--- src/rtl/seq_accum_pkg.sv ---
// seq_accum_pkg: shared state encoding for the sequential accumulate engine.
// The state register is one-hot; the index constants name each hot bit.
package seq_accum_pkg;

  // Bit position of each state inside the one-hot state register
  localparam int IDLE    = 0;
  localparam int ACC     = 1;
  localparam int DONE    = 2;
  localparam int STATE_N = 3;

  // One-hot state encoding; each value sets exactly the bit named above
  typedef enum logic [STATE_N-1:0] {
    ST_IDLE = 3'b001,
    ST_ACC  = 3'b010,
    ST_DONE = 3'b100
  } state_t;

endpackage : seq_accum_pkg

--- src/rtl/seq_accum_add.sv ---
// seq_accum_add: the single a+b adder of the engine.
// Build option SEQ_ACCUM_ENGINE_SAT_EN: when defined the sum clamps at the
// all-ones value instead of wrapping modulo 2^DATA_W.
module seq_accum_add #(
  parameter int DATA_W = 8
) (
  input  logic [DATA_W-1:0] a,
  input  logic [DATA_W-1:0] b,
  output logic [DATA_W-1:0] sum
);

`ifdef SEQ_ACCUM_ENGINE_SAT_EN
  logic [DATA_W:0] full_s;

  // Widened add so the carry-out is visible for clamping
  always_comb begin
    full_s = {1'b0, a} + {1'b0, b};
  end

  // Clamp to all-ones whenever the unsigned sum overflowed
  always_comb begin
    if (full_s[DATA_W]) begin
      sum = '1;
    end else begin
      sum = full_s[DATA_W-1:0];
    end
  end
`else
  // Plain modulo-2^DATA_W addition; the carry-out is simply dropped
  always_comb begin
    sum = a + b;
  end
`endif

endmodule : seq_accum_add

--- src/rtl/seq_accum_engine.sv ---
// seq_accum_engine: loads a/b from init values on start, then adds b into a
// for 'iter' cycles, mirroring each sum into c, and pulses done at the end.
// Build option SEQ_ACCUM_ENGINE_SAT_EN selects saturating instead of
// wrapping addition (handled inside seq_accum_add).
module seq_accum_engine
  import seq_accum_pkg::*;
#(
  parameter int DATA_W = 8,
  parameter int ITER_W = 4
) (
  input  logic              clk,
  input  logic              rst,
  input  logic              start,
  input  logic              abort,
  input  logic [DATA_W-1:0] init_a,
  input  logic [DATA_W-1:0] init_b,
  input  logic [ITER_W-1:0] iter,
  output logic [DATA_W-1:0] a,
  output logic [DATA_W-1:0] b,
  output logic [DATA_W-1:0] c,
  output logic              busy,
  output logic              done
);

  state_t              state_r;
  state_t              state_nxt_s;
  logic [DATA_W-1:0]   a_r;
  logic [DATA_W-1:0]   b_r;
  logic [DATA_W-1:0]   c_r;
  logic [ITER_W-1:0]   cnt_r;
  logic [DATA_W-1:0]   a_nxt_s;
  logic [DATA_W-1:0]   b_nxt_s;
  logic [DATA_W-1:0]   c_nxt_s;
  logic [ITER_W-1:0]   cnt_nxt_s;
  logic [DATA_W-1:0]   sum_s;

  // One shared adder feeds both a and c so they can never disagree
  seq_accum_add #(
    .DATA_W (DATA_W)
  ) u_add (
    .a   (a_r),
    .b   (b_r),
    .sum (sum_s)
  );

  // Next-state and next-data decode; everything holds unless a state acts
  always_comb begin
    state_nxt_s = state_r;
    a_nxt_s     = a_r;
    b_nxt_s     = b_r;
    c_nxt_s     = c_r;
    cnt_nxt_s   = cnt_r;
    case (state_r)
      ST_IDLE: begin
        // start wins over abort here since abort only acts in ACC
        if (start) begin
          a_nxt_s   = init_a;
          b_nxt_s   = init_b;
          c_nxt_s   = '0;
          cnt_nxt_s = iter;
          if (iter != '0) begin
            state_nxt_s = ST_ACC;
          end else begin
            state_nxt_s = ST_DONE;
          end
        end else begin
          state_nxt_s = ST_IDLE;
        end
      end
      ST_ACC: begin
        // Abort leaves data frozen at the last completed step
        if (abort) begin
          state_nxt_s = ST_IDLE;
        end else begin
          a_nxt_s   = sum_s;
          c_nxt_s   = sum_s;
          cnt_nxt_s = cnt_r - ITER_W'(1);
          if (cnt_r == ITER_W'(1)) begin
            state_nxt_s = ST_DONE;
          end else begin
            state_nxt_s = ST_ACC;
          end
        end
      end
      ST_DONE: begin
        state_nxt_s = ST_IDLE;
      end
      default: begin
        // Any corrupted one-hot pattern recovers to IDLE
        state_nxt_s = ST_IDLE;
      end
    endcase
  end

  // State and data registers with synchronous reset taking priority
  always_ff @(posedge clk) begin
    if (rst) begin
      state_r <= ST_IDLE;
      a_r     <= '0;
      b_r     <= '0;
      c_r     <= '0;
      cnt_r   <= '0;
    end else begin
      state_r <= state_nxt_s;
      a_r     <= a_nxt_s;
      b_r     <= b_nxt_s;
      c_r     <= c_nxt_s;
      cnt_r   <= cnt_nxt_s;
    end
  end

  // Status comes straight off state bits: no input-to-output path
  assign busy = ~state_r[IDLE];
  assign done = state_r[DONE];
  assign a    = a_r;
  assign b    = b_r;
  assign c    = c_r;

endmodule : seq_accum_engine

--- config.mk ---
export PLATFORM = sky130hd
export DESIGN_NAME = seq_accum_engine
export DESIGN_NICKNAME = d
export VERILOG_FILES = /design/src/rtl/seq_accum_pkg.sv /design/src/rtl/seq_accum_add.sv /design/src/rtl/seq_accum_engine.sv
export SDC_FILE = /design/constraint.sdc
export NUM_CORES = 1
export LEC_CHECK = 0
export ABC_CLOCK_PERIOD_IN_PS = 1900
export CORE_ASPECT_RATIO = 0.7
export CORE_UTILIZATION = 41
export CTS_CLUSTER_DIAMETER = 30
export DETAILED_ROUTE_END_ITERATION = 10
export MAX_ROUTING_LAYER = met4
export PLACE_DENSITY = 0.75
export SLEW_MARGIN = 20
export SYNTH_ARGS = -nofsm -noshare
export SYNTH_HDL_FRONTEND = slang
export SYNTH_SLANG_ARGS = --single-unit
--- constraint.sdc ---
create_clock -name clk -period 1.9 [get_ports clk]
set_input_delay 0.475 -clock clk [delete_from_list [all_inputs] [get_ports clk]]
set_output_delay 0.475 -clock clk [all_outputs]
set_load 0.05 [all_outputs]
-- Word-level counts from Yosys, hierarchy flattened
Cells that the tools add are included.
- register bits: 31
- input port bits: 24
- word-level logic and storage cells: 30
- add/sub/neg operators: 2
- equal/unequal tests: 5
- mux-type cells: 13
- bitwise operators: 1
- reduce and logical (&&, ||, !) cells: 4
- operator list (operator ; count):
    one-hot mux 8 bit (2 select lines) ; 2
    two-way mux 8 bit ; 3
    two-way mux 3 bit ; 4
    adder 8 bit ; 1
    two-way mux 4 bit ; 2
    one-hot mux 4 bit (2 select lines) ; 1
    one-hot mux 3 bit (2 select lines) ; 1
    == test 4 x 1 -> 1 bit (second input constant) ; 1
    != test 2 bit (second input constant) ; 2
    nonzero test 4 bit ; 1
    subtractor 4 x 1 -> 4 bit (second input constant) ; 1
    == test 3 x 1 -> 1 bit (second input constant) ; 1
    == test 3 x 2 -> 1 bit (second input constant) ; 1
    AND reduction 3 bit ; 1
    AND reduction 2 bit ; 1
    nonzero test 2 bit ; 1
    inverter 1 bit ; 1

-- Logic depth before layout (Yosys ltp)
Gate-level depths: netlist of run 1.
- depth after elaboration: 4
- mapped depth: 7

-- Hierarchy
From an unflattened synthesis of run 1, not the netlist that was laid out.
- cell total of the unflattened synthesis: 200
- area, all modules: 1685.4 µm²
- modules (own cells, without submodules) (module ; instances ; cells an instance ; area an instance (µm²) ; sequential area each (µm²)):
    seq_accum_engine ; 1 ; 158 ; 1353.8 ; 620.6
    seq_accum_add ; 1 ; 42 ; 331.6 ; 0.0

-- Worst setup path before layout of run 1
OpenSTA, ideal clock, no wires.
- path type: register to register
- start: register a_r[0], in the netlist a[0]
- end: register a_r[6], in the netlist a[6]
- setup time: 134 ps
- arrival: 1963 ps
- slack: -196 ps
- stages on the path, launching flop included: 8
- buffers on the path: 0
- cells stage by stage: dfxtp_1 > ha_1 > fa_1 > a211oi_1 > o21bai_1 > a21oi_1 > xor2_1 > o22ai_1
- cells in the longest elaborated chain, start to end: 3
- ends and longest elaborated chain (element ; line ; source):
    from (decl) ; seq_accum_engine.sv:27 ; logic [DATA_W-1:0] a_r;
    from (signal assigned) ; seq_accum_engine.sv:105 ; a_r <= a_nxt_s;
    adder 8 bit ; seq_accum_add.sv:31 ; sum = a + b;
    two-way mux 8 bit ; seq_accum_engine.sv:72 ; if (abort) begin
    one-hot mux 8 bit (2 select lines) ; seq_accum_engine.sv:53 ; case (state_r)
Every way passes these cells. The select of a mux whose other input is x is not followed.
A chain may end at the register's enable or synchronous reset.

-- Final worst setup path of run 1
- start: register b_r[0], in the netlist b[0]
- end: register a_r[6], in the netlist a[6]
- cells in the longest elaborated chain, start to end: 3
- ends and longest elaborated chain (element ; line ; source):
    from (decl) ; seq_accum_engine.sv:28 ; logic [DATA_W-1:0] b_r;
    from (signal assigned) ; seq_accum_engine.sv:106 ; b_r <= b_nxt_s;
    adder 8 bit ; seq_accum_add.sv:31 ;
    two-way mux 8 bit ; seq_accum_engine.sv:72 ;
    one-hot mux 8 bit (2 select lines) ; seq_accum_engine.sv:53 ;
Every way passes these cells. The select of a mux whose other input is x is not followed.

==> results.yml, run 1 <==
logic_synthesis:
  avgSynthCellArea_um2: 8.83
  synth_edf_count: 0
  ys_seq_area_share_pct: 40.6
  synth-seq-cells: 31
  netlist_instances: 173
  ys.warnings.count: 0
  syn-num-nets: 207
  ys_types: 44
  synth_top_flop_cell: "dfxtp_1"
  synth_area_mm2: 0.00153
  postSynth.asyncResetShare_pct: 0
placed_design:
  hpwl_um: 2820
  place_congestion: 0.836
  place_area_mm2: 0.00207
  numPortBuffers: 49
global_routing:
  grt_overflow: 0
  antenna_found_initial: 0
  grt_max_degree: 15
  grt_pass1_wl_um: 5710
  grt_pass1_vias: 1252
  grt_util_all_layers_pct: 20.4
layout:
  fin_nets: 270
  antenna_cells: 0
  multi_input_area_um2: 876
  syn_to_final_growth_pct: 44.7
  drive_gt1_share_pct: 27.0
  fillers: 308
  fin_area_mm2: 0.00221
  ff_latch_area_um2: 623
job:
  maxCapViolCount: 0
route:
  wl_per_cell_um: 12.8
  drcViolationCount: 0
  num_vias: 1425
  wirelength_um: 3680
  drt_iter0_markers: 58
  final_antenna_net_count: 0
  viasPerCell: 4.97
  drt-pass1-iter-count: 4
min_path:
  holdPathEnd: "c[1]$_SDFFE_PP0P_"
  worstHoldStart: "c[1]$_SDFFE_PP0P_"
  hp-class: "flip-flop to flip-flop"
  whs_path_depth: 2
power:
  power_w: 0.00171
  leakagePower_nw: 0.956
  ir_drop_v: 0.000462
  powerDensity_mw_per_mm2: 774
timing:
  finalHoldViolCount: 0
  slew_headroom_pct: 73.9
  max_clock_freq_ghz: 0.536
  rsz0062_at_grt: "yes"
  setup_violations: 0
  fin_skew_ps: 4.76
  worstMarginPinSlew_ps: 388
  maxSlewViolCount: 0
  min_period_over_period_pct: 98.3
  period_minus_slack_ps: 1870
critical_path:
  reg2regPathDepth: 7
  regToRegSetupSlack_ps: 30
  startpoint_type: "flip-flop"
  crit_type: "flip-flop to flip-flop"
  cp-end-kind: "flip-flop"
  critPathMaxFanout: 3
  path_cells: "ha_4 > fa_2 > a211oi_2 > o21bai_1 > a21oi_2 > xor2_2 > o22ai_1"
  r2r-end: "a[6]$_SDFFE_PP0P_"
  cp.arrival_ps: 2030
  critical_path_required_ps: 2060
  critPathSlowestCell: "fa_2"
  cpPeakStageDelay_ps: 380
  regToRegStartpoint: "b[0]$_SDFFE_PP0P_"
clock_tree:
  cts.htree.levels: 2
  ctsHoldBuffers: 0
  clk_pin_slew_ps: 60
  cts-buffers-inserted: 5
  cts_tree: "done"
  cts_root_buffer: "clkbuf_8"
  clock-sinks: 31
  clock_latency_ps: 280
  cts_buffer_depth: 2
status:
  status: "finished clean"
die:
  rows: 18
  die_w_um: 75.0
  start_util_pct: 43.2
  core_area_mm2: 0.00354
  dieArea_mm2: 0.00398
  die_h_um: 53.1
  io_pins: 50
-- metal layers --
metal  track usage (%)  vias up  wire [µm]
met5                 -        -          0
met4              7.55        0         29
met2              28.1       48       1470
met3              5.14        4        235
li1                  -      736          -
met1              28.5      637       1940
-- layout by cell type, fill, tap and decap left out, types with 2 or more instances in the layout --
master           netlist  final
a211oi_2               2      3
a21o_1                 2      2
a21oi_1               21     20
a221oi_1               2      2
a22oi_1                4      4
a31oi_1                4      4
and3b_1                2      2
buf_4                  1     41
clkbuf_8               0      7
clkdlybuf4s50_1        0     23
dfxtp_1               31     29
dfxtp_2                0      2
ha_1                   9      8
inv_1                  3      3
nand2_1               35     35
nand3_1                2      2
nor2_1                10     10
o21ai_0                4      3
o22ai_1                2      2
xnor2_1                4      4
xor2_1                 5      4
-- sequential cells by signal (all words and copies together) (netlist names) --
register  cells
state_r       3
c             8
cnt_r         4
b             8
a             8
-- layout make-up --
class | instances | area share (%)
clock buffers | 8 | 4.53
inverters | 3 | 0.509
multi-input cells | 131 | 39.6
flip-flops and latches | 31 | 28.2
well taps | 50 | 2.83
repair buffers | 64 | 24.3
-- per-stage QoR --
stage	hold slack (ps)	util, %	worst slack [ps]	cells	TNS (ps)
2_1_floorplan	513	-	2.57	173	0
4_1_cts	458	61.4	0.564	285	0
3_5_place_dp	449	58.6	-137	277	-879
5_1_grt	487	62.5	-50.3	287	-97.3
6_report	454	62.5	32.8	287	0
3_3_place_gp	441	58.6	-64.8	277	-327
-- power breakdown --
part	total, W	switching (W)	internal [W]	leakage [nW]
Clock	0.000561	0.000231	0.000330	0.0515
Sequential	0.000727	0.0000386	0.000688	0.254
Combinational	0.000423	0.000242	0.000181	0.651
Total	0.00171	0.000511	0.00120	0.956
-- cells by family (layout without fill, tap and decap cells) --
group / count (synthesis) / in the layout / share of synthesized area (%)
flip-flops: 31 / 31 / 40.6
XOR/XNOR: 9 / 9 / 5.16
AND/OR/NAND/NOR: 63 / 63 / 20.6
buffers and inverters: 11 / 75 / 4.10
adder cells (fa/ha/maj): 10 / 10 / 8.68
AO/OA/AOI/OAI: 49 / 49 / 20.8
-- worst max path at each step --
stage	start	to	slack (ps)	cells after the start
4_1_cts	a[0]$_SDFFE_PP0P_	c[6]$_SDFFE_PP0P_	0.6	7
6_report	b[0]$_SDFFE_PP0P_	a[6]$_SDFFE_PP0P_	30	7
3_5_place_dp	abort	c[0]$_SDFFE_PP0P_	-140	7
2_1_floorplan	b[2]$_SDFFE_PP0P_	a[6]$_SDFFE_PP0P_	3	6
3_3_place_gp	abort	c[1]$_SDFFE_PP0P_	-60	7
5_1_grt	b[0]$_SDFFE_PP0P_	a[6]$_SDFFE_PP0P_	-50	7
-- synthesized netlist by cell type (all sizes together) (2+ instances only) --
master | n | area (µm²)
xnor2 | 4 | 35.0
ha | 9 | 113
o22ai | 2 | 12.5
a21o | 2 | 15.0
xor2 | 5 | 43.8
buf | 5 | 40.0
clkbuf | 3 | 11.3
nor4 | 2 | 18.8
inv | 3 | 11.3
nor2 | 11 | 48.8
and3b | 2 | 17.5
nand2 | 36 | 138
a21oi | 21 | 105
a211oi | 3 | 32.5
and2b | 2 | 17.5
a22oi | 4 | 30.0
o21ai | 4 | 20.0
nand3 | 2 | 10.0
a221oi | 2 | 17.5
dfxtp | 31 | 621
a31oi | 4 | 25.0
nand2b | 2 | 15.0
-- critical path: cells and delay by family (launching register included) --
kind	cells	cell delay (ps)
DFF	1	340
adders and majority gates	2	550
AOI/OAI and AO/OA	4	660
xor gates and xnor gates	1	200
-- timing repair --
action / 4_1_cts / 5_1_grt
endpoints found under the setup margin: 2 / 2
buffers inserted: 0 / 2
resized for setup: 0 / 5
pin swaps: 2 / 5
endpoints found under the hold margin: 0 / 0
cloned: 0 / 0
Power figures use the tool's default switching activity.
==> inputs of run 2 (changes only) <==
--- a/config.mk
+++ b/config.mk
@@ -10,6 +10,7 @@
 export CORE_UTILIZATION = 41
 export CTS_CLUSTER_DIAMETER = 30
 export DETAILED_ROUTE_END_ITERATION = 10
+export GPL_TIMING_DRIVEN = 0
 export MAX_ROUTING_LAYER = met4
 export PLACE_DENSITY = 0.75
 export SLEW_MARGIN = 20
==> run 2 against run 1 <==
Compared with the run above: count of clock-buffer cells in the layout is the same; register-to-register slack lost 20 ps; clock power grew 2%; hold slack lost 3.6 ps; total power shrank 0.92%; critical path depth is the same; sequential cell count is the same; sequential power is essentially flat; clock skew grew 1.7 ps; final cell count shrank 2.8%; utilization shrank 0.88 points; first-iteration DRC count shrank 57%; largest cell class unchanged.
==> results.yml, run 2 (synthesis gave the netlist of run 1 again) <==
critical_path:
  startpoint_type: "flip-flop"
  critPathMaxFanout: 3
  cp-end-kind: "flip-flop"
  cpPeakStageDelay_ps: 410
  cp.arrival_ps: 2030
  crit_type: "flip-flop to flip-flop"
  critical_path_required_ps: 2040
  path_cells: "ha_4 > fa_2 > a211oi_2 > o21bai_1 > a21oi_1 > xor2_1 > o22ai_1"
  critPathSlowestCell: "fa_2"
layout:
  final_common_cell: "nand2_1"
  instances_no_fill: 279
  syn_to_final_growth_pct: 42.7
  fin_nets: 262
  fin_util_pct: 61.6
  layout_common_cells: "nand2_1, dfxtp_1, clkdlybuf4s50_1"
  antenna_cells: 0
  fillers: 326
  drive_gt1_share_pct: 11.4
route:
  viasPerCell: 4.96
  drcViolationCount: 0
  drt_iter0_markers: 25
  final_antenna_net_count: 0
  wl_per_cell_um: 13.5
  wirelength_um: 3770
  num_vias: 1383
  drt-pass1-iter-count: 4
clock_tree:
  post-cts-setup-buffer-count: 0
  clock-sinks: 31
  clock_latency_ps: 280
  cts.htree.levels: 2
  cts_buffer_depth: 2
  clk_pin_slew_ps: 70
  cts_root_buffer: "clkbuf_8"
  cts_tree: "done"
  cts-buffers-inserted: 5
global_routing:
  met1_usage_pct: 29.5
  grt_overflow: 0
  grt_pass1_wl_um: 6230
  grt_util_all_layers_pct: 22.1
  grt_util_met2_pct: 31.7
  grt_max_degree: 11
  busiest_layer: "met2"
  antenna_found_initial: 0
  met3_usage_pct: 6.29
  grt_pass1_vias: 1363
placed_design:
  place_congestion: 0.790
  dp_cells: 271
  preCtsSetupSlack_ps: -153
  numPortBuffers: 48
  hpwl_um: 2830
timing:
  maxSlewViolCount: 0
  worstMarginPinSlew_ps: 600
  period_minus_slack_ps: 1880
  slew_headroom_pct: 60.0
  fin_skew_ps: 6.48
  rsz0062_at_grt: "yes"
  layout_setup_ws_ps: 16.2
  min_period_over_period_pct: 99.1
  setup_violations: 0
  max_clock_freq_ghz: 0.531
  finalHoldViolCount: 0
job:
  maxCapViolCount: 0
die:
  io_pins: 50
  dieArea_mm2: 0.00398
  start_util_pct: 43.2
  rows: 18
  core_area_mm2: 0.00354
  die_h_um: 53.1
  die_w_um: 75.0
status:
  status: "finished clean"
power:
  leakagePower_nw: 1.04
  powerDensity_mw_per_mm2: 778
  ir_drop_v: 0.000437
min_path:
  hp-class: "flip-flop to flip-flop"
==> run 2: area by class of cell <==
class | count | area (µm²) | share of cell area [%]
buffer | 8 | 51.3 | 2.35
clock buffer | 8 | 100 | 4.59
inverter | 3 | 11.3 | 0.517
timing repair buffer | 48 | 467 | 21.4
multi-input combinational | 131 | 865 | 39.7
tap | 50 | 62.6 | 2.87
sequential | 31 | 623 | 28.6
==> run 2: what timing repair did <==
item,in CTS,in global routing
resized for setup,21,7
hold buffers,0,0
setup endpoints to repair,21,7
endpoints found under the hold margin,0,0
pin swaps,0,4
==> run 2: layer usage <==
| layer | share of wire [%] | vias to the layer above |
|---|---|---|
| li1 | - | 716 |
| met1 | 53 | 625 |
| met2 | 41 | 40 |
| met3 | 5.2 | 2 |
| met4 | 0.21 | 0 |
| met5 | 0 | - |
==> run 2: critical path: cells and delay by family (launching register included) <==
kind	cells	cell delay (ps)
DFF	1	350
AOI/OAI and AO/OA	4	630
xor gates and xnor gates	1	190
adders and majority gates	2	580
==> run 2: through the flow <==
step | cell area [µm²] | hold WS, ps | TNS (ps) | total power, W
2_1_floorplan | 1540 | 513 | 0 | 0.00100
3_3_place_gp | 2080 | 446 | -1030 | 0.00115
3_5_place_dp | 2080 | 447 | -1180 | 0.00115
4_1_cts | 2150 | 454 | 0 | 0.00170
5_1_grt | 2180 | 475 | -195 | 0.00177
6_report | 2180 | 450 | 0 | 0.00169
==> run 2: path summary, 6_finish.rpt <==
path | start | end | slack, ps | cells after the start
max | b[0]$_SDFFE_PP0P_ | a[6]$_SDFFE_PP0P_ | 20 | 7
min | c[2]$_SDFFE_PP0P_ | c[2]$_SDFFE_PP0P_ | 450 | 2
max reg2reg | b[0]$_SDFFE_PP0P_ | a[6]$_SDFFE_PP0P_ | 20 | 7
min reg2reg | c[2]$_SDFFE_PP0P_ | c[2]$_SDFFE_PP0P_ | 450 | 2
==> run 2: report_power, final <==
| group | internal [W] | switching (W) | leakage (nW) |
|---|---|---|---|
| sequential | 0.000688 | 0.0000392 | 0.254 |
| clock | 0.000330 | 0.000241 | 0.0515 |
| combinational | 0.000157 | 0.000239 | 0.730 |
| total | 0.00118 | 0.000519 | 1.04 |
